$ cat src/rtl/mux4_rr_select.sv
// mux4_rr_select
//   Round-robin select generator for a 4-to-1 mux. Four channels raise
//   requests. One channel is granted at a time with rotating priority. The
//   select code is held until the downstream consumer takes the word.
//
// Ports
//   clk    in   rising-edge clock
//   rst_n  in   asynchronous active-low reset
//   req    in   [3:0] request per channel (bit k -> mux input ik)
//   ready  in   downstream accepts the current word
//   s1,s0  out  registered mux select (MSB, LSB)
//   gnt    out  [3:0] registered one-hot grant (or zero)
//   valid  out  registered: mux output carries a granted word
//
// Handshake: a word transfers on a rising edge where valid=1 and ready=1.
//   While valid=1 the outputs s1/s0/gnt/valid stay stable until that edge,
//   or until the granted channel drops its request while ready=0 (abort).
//   A ready seen while valid=0 is ignored.
//
// Parameter
//   PARK_ON_IDLE  1: select keeps the last granted code while idle
//                 0: select returns to 2'b00 whenever valid=0
module mux4_rr_select #(
  parameter bit PARK_ON_IDLE = 1'b1
) (
  input  logic       clk,
  input  logic       rst_n,
  input  logic [3:0] req,
  input  logic       ready,
  output logic       s1,
  output logic       s0,
  output logic [3:0] gnt,
  output logic       valid
);

  typedef enum logic {IDLE = 1'b0, GRANT = 1'b1} state_t;

  state_t     state, state_n;
  logic [1:0] ptr, ptr_n;
  logic [1:0] idx, idx_n;
  logic [1:0] sel, sel_n;
  logic [3:0] gnt_n;
  logic       valid_n;

  // Arbiter: scan from arb_base upwards (mod 4), first requester wins.
  logic [1:0] arb_base;
  logic [1:0] arb_idx;
  logic [1:0] cand;
  logic       arb_hit;

  always_comb begin
    // On a completion the served channel becomes lowest priority in the
    // same edge, so the re-arbitration already uses the advanced pointer.
    arb_base = ptr;
    if (state == GRANT && ready) arb_base = idx + 2'd1;

    arb_hit = 1'b0;
    arb_idx = arb_base;
    cand    = arb_base;
    // Descending loop: the smallest offset from arb_base is written last.
    for (int i = 3; i >= 0; i--) begin
      cand = arb_base + 2'(i);
      if (req[cand]) begin
        arb_hit = 1'b1;
        arb_idx = cand;
      end
    end
  end

  always_comb begin
    state_n = state;
    ptr_n   = ptr;
    idx_n   = idx;
    gnt_n   = gnt;
    valid_n = valid;

    case (state)
      IDLE: begin
        if (arb_hit) begin
          idx_n   = arb_idx;
          gnt_n   = 4'b0001 << arb_idx;
          valid_n = 1'b1;
          state_n = GRANT;
        end else begin
          gnt_n   = 4'b0000;
          valid_n = 1'b0;
        end
      end
      GRANT: begin
        if (ready) begin
          // Completion wins over abort when both apply.
          ptr_n = arb_base;
          if (arb_hit) begin
            idx_n   = arb_idx;
            gnt_n   = 4'b0001 << arb_idx;
            valid_n = 1'b1;
          end else begin
            gnt_n   = 4'b0000;
            valid_n = 1'b0;
            state_n = IDLE;
          end
        end else if (!req[idx]) begin
          // Abort: grant withdrawn, priority pointer untouched.
          gnt_n   = 4'b0000;
          valid_n = 1'b0;
          state_n = IDLE;
        end
      end
      default: begin
        gnt_n   = 4'b0000;
        valid_n = 1'b0;
        state_n = IDLE;
      end
    endcase

    if (PARK_ON_IDLE) sel_n = idx_n;
    else              sel_n = valid_n ? idx_n : 2'b00;
  end

  always_ff @(posedge clk or negedge rst_n) begin
    if (!rst_n) begin
      state <= IDLE;
      ptr   <= 2'd0;
      idx   <= 2'd0;
      sel   <= 2'd0;
      gnt   <= 4'b0000;
      valid <= 1'b0;
    end else begin
      state <= state_n;
      ptr   <= ptr_n;
      idx   <= idx_n;
      sel   <= sel_n;
      gnt   <= gnt_n;
      valid <= valid_n;
    end
  end

  assign s1 = sel[1];
  assign s0 = sel[0];

endmodule

$ cat config.mk
export PLATFORM = sky130hd
export DESIGN_NAME = mux4_rr_select
export DESIGN_NICKNAME = d
export VERILOG_FILES = /design/src/rtl/mux4_rr_select.sv
export SDC_FILE = /design/constraint.sdc
export NUM_CORES = 1
export LEC_CHECK = 0
export ABC_CLOCK_PERIOD_IN_PS = 4200
export CAP_MARGIN = 0
export CORE_AREA = 8 8 45 47
export CTS_CLUSTER_DIAMETER = 60
export DETAILED_ROUTE_END_ITERATION = 6
export DIE_AREA = 0 0 53 55
export PLACE_DENSITY = 0.88
export SLEW_MARGIN = 15
export SYNTH_ARGS = -nofsm -noshare
export SYNTH_HDL_FRONTEND = slang
export SYNTH_SLANG_ARGS = --single-unit
$ cat constraint.sdc
create_clock -name clk -period 4.2 [get_ports clk]
set_input_delay 0.84 -clock clk [delete_from_list [all_inputs] [get_ports clk]]
set_output_delay 0.84 -clock clk [all_outputs]
set_load 0.02 [all_outputs]
### Word-level counts from Yosys, hierarchy flattened

Cells that the tools add are included.

| storage, ports and cells | value |
|---|---|
| logic and storage cells | 53 |
| output and inout port bits | 7 |
| bits in registers | 10 |
| input bits | 7 |

| cells by class | value |
|---|---|
| magnitude comparators | 5 |
| equal/unequal tests | 2 |
| muxes and demuxes | 33 |
| shift operators | 1 |
| bitwise gates (word level) | 1 |
| $add $sub $neg | 4 |
| reductions and logical operators | 2 |

Operators with widths:

| kind | number |
|---|---|
| $lt A2 B3 Y1 const B | 5 |
| $mux W1 | 14 |
| $mux W2 | 7 |
| $mux W4 | 3 |
| $bmux W1 S2 | 5 |
| $pmux W4 S2 | 1 |
| $add A2 B1 Y2 const B | 2 |
| $add A2 B2 Y2 const B | 2 |
| $pmux W1 S2 | 2 |
| $pmux W2 S2 | 1 |
| $shl A1 B2 Y4 const A | 1 |
| $ne A3 B3 Y1 const B | 1 |
| $ne A2 B2 Y1 const B | 1 |
| $reduce_and A2 Y1 | 1 |
| $logic_and A1 B1 Y1 | 1 |
| $not A1 Y1 | 1 |

### Logic depth before layout (Yosys ltp)

Gate-level depths: netlist (run 1).

| depth | value |
|---|---|
| depth in word-level cells | 13 |
| gate-level depth with buffers | 7 |
| gate-level depth less buffers | 6 |

### Least setup slack after synthesis (run 1)

No wires, ideal clock.

| path | value |
|---|---|
| kind | input -> register |
| from | input port ready |
| to | register gnt[3] |
| buffers on the path | 1 |
| setup time | 0.121 ns |
| arrival time | 1.969 ns |
| stages | 7 |
| data required time | 4.079 ns |
| path slack | 2.110 ns |
| cell sequence | buf_4 and2_4 a21boi_2 inv_2 or3_1 o211a_1 a22o_1 |

| between the ends | value |
|---|---|
| cells in the longest elaborated chain, start to end | 13 |
| elaborated cells on any way between the ends | 26 |
| classes of those cells | add/sub (3); eq/ne (1); shift (1); mux (20); reduce/logical (1) |

RTL lines:

| element | line | source |
|---|---|---|
| start, declared | 29 | `input logic ready,` |
| $logic_and A1 B1 Y1 | 55 | `if (state == GRANT && ready) arb_base = idx + 2'd1;` |
| $mux W2 | 55 |  |
| $add A2 B2 Y2 | 62 | `cand = arb_base + 2'(i);` |
| $bmux W1 S2 | 63 | `if (req[cand]) begin` |
| $mux W1 (not written as such) | 63 |  |
| $mux W2 (4 in a row) | 63 |  |
| $shl A1 B2 Y4 | 81, 95 |  |
| $mux W4 | 79, 93 |  |
| $mux W4 | 90 | `if (ready) begin` |
| $pmux W4 S2 | 77 | `case (state)` |
| end signal, assigned | 133 | `gnt <= gnt_n;` |
| end, declared | 32 | `output logic [3:0] gnt,` |

Parallel ways exist; a longest one is shown, timed or not. The select of a mux whose other input is x is not followed.
A chain may end at the register's enable or synchronous reset.

### Worst setup path after layout (run 1)

Same ends and word-level chain as after synthesis.

==> results of run 1 <==
[Yosys cell counts, drive strengths merged]
library cell,instances,share of area (%)
a21bo,2,3.0
a21boi,2,2.9
a21o,1,1.1
a221oi,1,1.3
a22o,2,2.7
a2bb2oi,1,1.3
a31oi,1,0.95
and2,1,1.3
and3b,1,1.3
buf,3,4.0
clkbuf,1,0.76
dfrtp,10,38
inv,3,1.7
mux4,1,4.0
nand2,9,5.1
nand2b,1,0.95
nand3b,1,1.1
nand4b,2,2.7
nor2b,2,1.9
nor3,1,1.5
o211a,2,3.0
o211ai,5,5.7
o21ai,3,2.3
o21ba,1,1.5
o21bai,1,1.1
o32ai,1,1.3
o41ai,1,2.5
or2b,1,1.1
or3,1,0.95
xnor2,1,1.3
xor2,1,1.3
[kinds of logic (layout without fill, tap and decap cells)]
kind of cell	Yosys count	count (layout)	synth area share, %
compound gates	24	24	30.8
xor+xnor	2	2	2.66
flops	10	10	38.0
mux	1	1	3.99
buf+inv	7	20	6.46
simple gates	20	20	18.1
[registers in the layout, summed over array words and instances (netlist names)]
signal / cells
gnt: 4
sel: 2
ptr: 2
valid: 1
state: 1
[per-stage QoR]
step           cell area (µm²)  worst slack (ns)
3_3_place_gp               777              1.55
3_5_place_dp               777              1.51
6_report                   813              1.76
4_1_cts                    813              1.78
2_1_floorplan              658              2.11
5_1_grt                    813              1.62
[worst min path at each step]
stage	endpoint	cells after the start	startpoint	slack, ns
after CTS	valid$_DFFE_PN0P_	2	valid$_DFFE_PN0P_	0.49
after global placement	valid$_DFFE_PN0P_	2	valid$_DFFE_PN0P_	0.46
after floorplan	gnt[0]$_DFFE_PN0P_	0	rst_n	0.54
final	valid$_DFFE_PN0P_	2	valid$_DFFE_PN0P_	0.49
after global routing	gnt[0]$_DFFE_PN0P_	2	gnt[0]$_DFFE_PN0P_	0.52
after detailed placement	valid$_DFFE_PN0P_	2	valid$_DFFE_PN0P_	0.47
[per-layer routing]
metal,GRT usage (%),up-vias,part of all wire (%)
met5,0,-,0
met2,16.8,17,42
met3,3.48,4,7.8
li1,-,266,-
met4,6.47,0,1.6
met1,12.2,257,49
[critical path, stage by stage]
cell and delay (ns):
clkdlybuf4s50_1 0.63, a21bo_1 0.17, a21boi_2 0.19, inv_2 0.06, or3_1 0.36, o211a_1 0.13, a22o_1 0.20
[where the power goes]
part | switching [mW] | total [mW] | internal [mW]
Combinational | 0.123 | 0.249 | 0.126
Clock | 0.0299 | 0.0824 | 0.0525
Sequential | 0.0400 | 0.172 | 0.132
[final cells by class]
cell class / instances / share of cell area, %
flip-flops and latches: 10 / 30.8
inverters: 3 / 1.38
clock buffers: 4 / 4.46
repair buffers: 13 / 16.0
well taps: 16 / 2.46
multi-input cells: 47 / 44.9
==> flow_summary.json, run 1 <==
{
  "cts_made_buffers": 3,
  "drc": 0,
  "die_x_um": 53,
  "timing.fmax_ghz": 0.410,
  "dieArea_mm2": 0.00292,
  "layout.area.seq_um2": 250,
  "worstSetupEndpointType": "flip-flop",
  "start_util_pct": 47.6,
  "grt_max_degree": 11,
  "critPathKind": "in2reg",
  "period_share_pct": 58.0,
  "cts_sinks": 10,
  "ant_nets": 0,
  "worstMarginPinSlew_ns": 0.666,
  "ctsResizeCount": 0,
  "place_congestion": 0.784,
  "maxCapViolCount": 0,
  "rsz0062_at_grt": "no",
  "core_area_mm2": 0.00138,
  "slew_violations": 0,
  "cts_setup_buffers": 0,
  "multi_input_comb_area_um2": 365,
  "gr-total-overflow": 0,
  "hold_class": "reg2reg",
  "r2r_cells": 6,
  "fin_util_pct": 58.8,
  "synth_cell_types": 36,
  "layout.nets": 85,
  "finalWirelength_mm": 1.39,
  "postCtsHoldBufs": 0,
  "drtIter0Drc": 8,
  "worstSetupStartpointType": "input port",
  "status": "complete, no violations",
  "finalSetupViolCount": 0,
  "fillers": 123,
  "drive_above_1_share_pct": 14.3,
  "finalSetupTns_ns": 0,
  "cp-startpoint": "ready",
  "total_power_mw": 0.503,
  "n_antenna_cell": 0,
  "io_buffers": 13,
  "critPathCapture": "gnt[3]$_DFFE_PN0P_",
  "yosys_register_bits": 10,
  "grt_pass1_vias": 540,
  "worst_slew_margin_rel_pct": 55.1,
  "pin_count": 14,
  "syn-cell-area_um2": 658,
  "fin_cells": 93,
  "yosysWarnings": 0,
  "power.density_mw_per_mm2": 619,
  "cts_tree": "done",
  "syn_area_per_cell_um2": 10.3,
  "fin_crit_ns": 2.44,
  "wl_per_cell_um": 15.0,
  "post-place-cells": 89,
  "rrSetupSlack_ns": 2.44,
  "hold_viol_final": 0,
  "dp_hpwl_mm": 1.06,
  "path_clk_slew_ns": 0.06,
  "synthesis.instances": 64,
  "p_leak_nw": 0.350,
  "grt_first_pass_wirelength_mm": 2.32,
  "syn_nets": 71,
  "ys_seq_area_share_pct": 38.0,
  "peakVddDrop_mv": 0.350,
  "via_count": 544,
  "insertion_delay_ns": 0.26,
  "holdWs_ns": 0.488,
  "row_count": 14,
  "grt_use_total_pct": 10.6,
  "cts_buffer_depth": 2,
  "crit_arrival_ns": 2.58,
  "syn2layout_area_growth_pct": 23.6,
  "ctsHtreeMaxLevel": 1,
  "critPathRequiredTime_ns": 4.34,
  "crit-reg2reg-launch": "sel[0]$_DFFE_PN0P_",
  "final.setup_skew_ns": 0.000563,
  "antenna_found_initial": 0,
  "clockRootBuffer": "clkbuf_4",
  "path_max_fanout": 9,
  "final_cell_mix": "13 x clkdlybuf4s50_1, 10 x dfrtp_1, 9 x nand2_1",
  "first_pass_iters": 4,
  "final_common_cell": "clkdlybuf4s50_1",
  "die_y_um": 55,
  "routed_via_density": 5.85,
  "regToRegEndpoint": "gnt[3]$_DFFE_PN0P_"
}
No activity file was read; power rests on OpenSTA's default activity.
==> run 2, diff against run 1 <==
Settings changed: ABC_CLOCK_PERIOD_IN_PS 4200 to 2140, CORE_AREA 8 8 45 47 to default, CORE_MARGIN from default to 8, CORE_UTILIZATION from default to 43, DIE_AREA 0 0 53 55 to default, PLACE_DENSITY 0.88 to 0.82.
Clock period 4.2 ns to 2.14 ns, I/O delays scaled along.
==> run 2 against run 1 <==
Hold slack improved by 0.00097 ns. Utilization shrank 1.4 points. Sequential power up 98%. First-iteration DRC count increased by 63%. Sequential cell count unchanged. Total power is 98% higher. Clock power is 47% higher. Highest routed layer is now met3.
==> flow_summary.json, run 2 (synthesis gave the netlist of run 1 again) <==
{
  "cts_made_buffers": 3,
  "dp_hpwl_mm": 1.26,
  "antenna_found_initial": 0,
  "n_antenna_cell": 0,
  "reg.largest.list": "gnt x4, ptr x2, sel x2",
  "maxCapViolCount": 0,
  "grt_pass1_vias": 620,
  "gr-total-overflow": 0,
  "finalSetupViolCount": 0,
  "layout.area.seq_um2": 250,
  "drtIter0Drc": 13,
  "regMostFlops": "gnt",
  "routed_via_density": 6.06,
  "multi_input_comb_area_um2": 365,
  "layout.nets": 91,
  "status": "complete, no violations",
  "place_congestion": 0.845,
  "pin_count": 14,
  "placed_area_um2": 822,
  "fin_cells": 98,
  "worstMarginPinSlew_ns": 0.644,
  "grt_first_pass_wirelength_mm": 2.65,
  "post-place-cells": 95,
  "peakVddDrop_mv": 0.622,
  "worst_slew_margin_rel_pct": 56.6,
  "wl_per_cell_um": 16.4,
  "io_buffers": 13,
  "grt_max_degree": 11,
  "row_count": 14,
  "cts_tree": "done",
  "clockRootBuffer": "clkbuf_4",
  "fin_util_pct": 57.4,
  "first_pass_iters": 4,
  "hold_class": "in2async",
  "cts_buffer_depth": 2,
  "grt_use_total_pct": 11.7,
  "syn2layout_area_growth_pct": 28.3,
  "largest_reg_flops": 4,
  "power.density_mw_per_mm2": 1180,
  "path_max_fanout": 8,
  "core_area_mm2": 0.00147,
  "slew_violations": 0,
  "finalWirelength_mm": 1.61,
  "period_share_pct": 94.5,
  "die_x_um": 55.1,
  "p_leak_nw": 0.372,
  "ctsHtreeMaxLevel": 1,
  "final_common_cell": "clkdlybuf4s50_1",
  "via_count": 594,
  "critPathRequiredTime_ns": 2.28,
  "timing.fmax_ghz": 0.494,
  "crit_arrival_ns": 2.17,
  "drive_above_1_share_pct": 19.5,
  "insertion_delay_ns": 0.25,
  "worstSetupStartpointType": "input port",
  "crit_slowest_cell": "clkdlybuf4s50_1",
  "cts_sinks": 10,
  "drc": 0,
  "ctsResizeCount": 0,
  "postCtsHoldBufs": 0,
  "final_cell_mix": "13 x clkdlybuf4s50_1, 10 x dfrtp_1, 9 x nand2_1",
  "hold_viol_final": 0,
  "cts_setup_buffers": 0,
  "path_clk_slew_ns": 0.06,
  "dieArea_mm2": 0.00304,
  "postLayoutCellArea_um2": 845,
  "slowest_delay_ns": 0.62,
  "fin_crit_ns": 2.02,
  "worstSetupEndpointType": "flip-flop",
  "rsz0062_at_grt": "no",
  "ant_nets": 0,
  "critPathKind": "in2reg",
  "fillers": 140,
  "start_util_pct": 44.7,
  "final.setup_skew_ns": 0.000942,
  "die_y_um": 55.1,
  "path_cells": "clkdlybuf4s50_1, a21bo_1, a21boi_2, inv_2, or3_1, o211a_1, a22o_1"
}
-- run 2: changes by cell type in the layout (fill, tap and decap cells not counted), sizes merged --
cell,change
buf,+6
clkbuf,-1
-- run 2: worst paths after layout --
| kind | from | endpoint | slack (ns) | cells past startpoint |
|---|---|---|---|---|
| max | ready | gnt[3]$_DFFE_PN0P_ | 0.12 | 7 |
| min | rst_n | valid$_DFFE_PN0P_ | 0.49 | 1 |
| max reg2reg | sel[0]$_DFFE_PN0P_ | gnt[3]$_DFFE_PN0P_ | 0.36 | 6 |
| min reg2reg | valid$_DFFE_PN0P_ | valid$_DFFE_PN0P_ | 0.50 | 2 |
| max in group asynchronous | rst_n | ptr[1]$_DFFE_PN0P_ | 1.34 | 1 |
| min in group clk | valid$_DFFE_PN0P_ | valid$_DFFE_PN0P_ | 0.50 | 2 |
-- run 2: metal layers --
layer / share of wire [%] / global-route usage [%] / vias up
met1: 45 / 14.2 / 291
met3: 7.3 / 4.01 / 0
met5: 0 / 0 / -
met4: 0 / 5.20 / 0
li1: - / - / 281
met2: 48 / 18.3 / 22
-- run 2: power breakdown --
group / switching [mW] / internal [mW]
clock network: 0.0569 / 0.0646
logic: 0.254 / 0.283
registers: 0.0810 / 0.259
-- run 2: metrics by stage --
stage | setup slack (ns) | power [mW] | hold slack (ns) | TNS, ns
5_1_grt | 0.0195 | 1.06 | 0.517 | 0
3_5_place_dp | -0.132 | 0.876 | 0.472 | -0.543
3_3_place_gp | -0.0841 | 0.864 | 0.466 | -0.240
6_report | 0.117 | 0.998 | 0.489 | 0
4_1_cts | 0.131 | 1.00 | 0.493 | 0
2_1_floorplan | 0.355 | 0.674 | 0.132 | 0
-- run 2: worst max-delay path, delay by kind of cell --
kind                   cells  cell delay [ns]
and+or+nand+nor            1             0.37
buffers and inverters      2             0.68
AOI/OAI and AO/OA          4             0.70
-- run 2: final cells by class --
cell class | count | share of cell area (%)
Tap cell | 16 | 2.37
Timing Repair Buffer | 19 | 20.7
Clock buffer | 3 | 2.67
Inverter | 3 | 1.33
Multi-Input combinational cell | 47 | 43.3
Sequential cell | 10 | 29.6
==> run 3, diff against run 2 <==
Settings changed: GPL_TIMING_DRIVEN from default to 0.
==> run 3 against run 2 <==
First-iteration DRC count rose by 7.7%. Sequential cell count unchanged. Total power is 2.0% higher. Register-to-register slack about the same. Critical path depth down 6.
==> flow_summary.json, run 3 (synthesis gave the netlist of run 1 again) <==
{
  "status": "complete, no violations",
  "pin_count": 14,
  "worstMarginPinSlew_ns": 0.615,
  "period_share_pct": 85.1,
  "finalWirelength_mm": 1.48,
  "crit_arrival_ns": 1.39,
  "dieArea_mm2": 0.00304,
  "r2r_cells": 7,
  "syn2layout_area_growth_pct": 25.3,
  "slew_violations": 0,
  "fin_cells": 95,
  "drtIter0Drc": 14,
  "crit_slowest_cell": "clkdlybuf4s50_1",
  "grt_use_total_pct": 11.4,
  "routed_via_density": 5.99,
  "critPathKind": "reg2out",
  "ant_nets": 0,
  "rrSetupSlack_ns": 0.37,
  "layout.nets": 87,
  "fin_crit_ns": 1.82,
  "fillers": 144,
  "peakVddDrop_mv": 0.610,
  "regToRegEndpoint": "gnt[3]$_DFFE_PN0P_",
  "slowest_delay_ns": 0.65,
  "final_cell_mix": "11 x clkdlybuf4s50_1, 10 x dfrtp_1, 9 x nand2_1",
  "place_congestion": 0.794,
  "cts_made_buffers": 3,
  "worstSetupEndpointType": "output pin",
  "grt_max_degree": 11,
  "core_area_mm2": 0.00147,
  "rsz0062_at_grt": "no",
  "clockRootBuffer": "clkbuf_4",
  "cp.buffers_inverters": 1,
  "finalSetupViolCount": 0,
  "worst_slew_margin_rel_pct": 58.5,
  "n_antenna_cell": 0,
  "hold_viol_final": 0,
  "post-place-cells": 91,
  "drive_above_1_share_pct": 19.0,
  "cts_tree": "done",
  "timing.fmax_ghz": 0.549,
  "path_clk_slew_ns": 0.06,
  "p_leak_nw": 0.362,
  "grt_first_pass_wirelength_mm": 2.55,
  "path_max_fanout": 7,
  "gr-total-overflow": 0,
  "via_count": 569,
  "cts_sinks": 10,
  "row_count": 14,
  "maxCapViolCount": 0,
  "critPathTopFamily": "buffers and inverters",
  "largest_reg_flops": 4,
  "dp_hpwl_mm": 1.12,
  "insertion_delay_ns": 0.27,
  "path_cells": "clkdlybuf4s50_1",
  "critPathRequiredTime_ns": 1.71,
  "finalSetupTns_ns": 0,
  "final_common_cell": "clkdlybuf4s50_1",
  "die_y_um": 55.1,
  "first_pass_iters": 4,
  "cts_buffer_depth": 2,
  "holdWs_ns": 0.469,
  "hold_class": "in2async",
  "die_x_um": 55.1,
  "antenna_found_initial": 0,
  "start_util_pct": 44.7,
  "grt_pass1_vias": 587,
  "drc": 0,
  "io_buffers": 11,
  "postCtsHoldBufs": 0,
  "ctsResizeCount": 0,
  "power.density_mw_per_mm2": 1230,
  "regMostFlops": "gnt",
  "reg.largest.list": "gnt x4, ptr x2, sel x2",
  "crit-reg2reg-launch": "sel[0]$_DFFE_PN0P_",
  "final.setup_skew_ns": 0.000529,
  "wl_per_cell_um": 15.6,
  "worstSetupStartpointType": "flip-flop",
  "ctsHtreeMaxLevel": 1,
  "cts_setup_buffers": 0
}
run 3: changes by cell type in the layout (fill, tap and decap cells not counted):
cell	before	now
clkbuf_8	0	1
buf_4	6	2
clkbuf_2	0	1
clkdlybuf4s50_1	13	11
buf_6	0	1
run 3: area by class of cell:
type	instances	area [µm²]	share of cell area, %
multi-input cells	47	365	44.3
flip-flops and latches	10	250	30.3
repair buffers	11	110	13.4
clock buffers	4	36.3	4.40
plain buffers	4	31.3	3.79
well taps	16	20.0	2.43
inverters	3	11.3	1.37
run 3: worst max-delay path by stage:
stage | to | slack, ns | cells after the start | startpoint
floorplan | gnt[3]$_DFFE_PN0P_ | 0.36 | 7 | sel[0]$_DFFE_PN0P_
global placement | gnt[2]$_DFFE_PN0P_ | 0.006 | 4 | req[3]
detailed placement | gnt[2]$_DFFE_PN0P_ | 0.04 | 4 | req[3]
CTS | s1 | 0.30 | 1 | sel[1]$_DFFE_PN0P_
global route | gnt[1]$_DFFE_PN0P_ | 0.20 | 4 | req[3]
finish | s1 | 0.32 | 1 | sel[1]$_DFFE_PN0P_
run 3: report_power, final:
part           internal [mW]  switching, mW
registers              0.259         0.0532
logic                  0.268          0.268
clock network          0.103         0.0668
total                  0.630          0.388
run 3: stage by stage:
step	setup slack (ns)	power, mW	util (%)	instance area [µm²]
3_5_place_dp	0.0360	0.852	53.6	788
2_1_floorplan	0.355	0.674	-	658
6_report	0.319	1.02	56.0	825
4_1_cts	0.303	1.03	56.0	825
5_1_grt	0.197	1.09	56.0	825
3_3_place_gp	0.00645	0.843	53.6	788
run 3: layer usage:
metal,track usage (%),up-vias,routed length [µm]
li1,-,271,-
met1,13.8,271,660
met2,17.0,22,649
met3,2.94,5,122
met4,8.40,0,46
met5,0,-,0
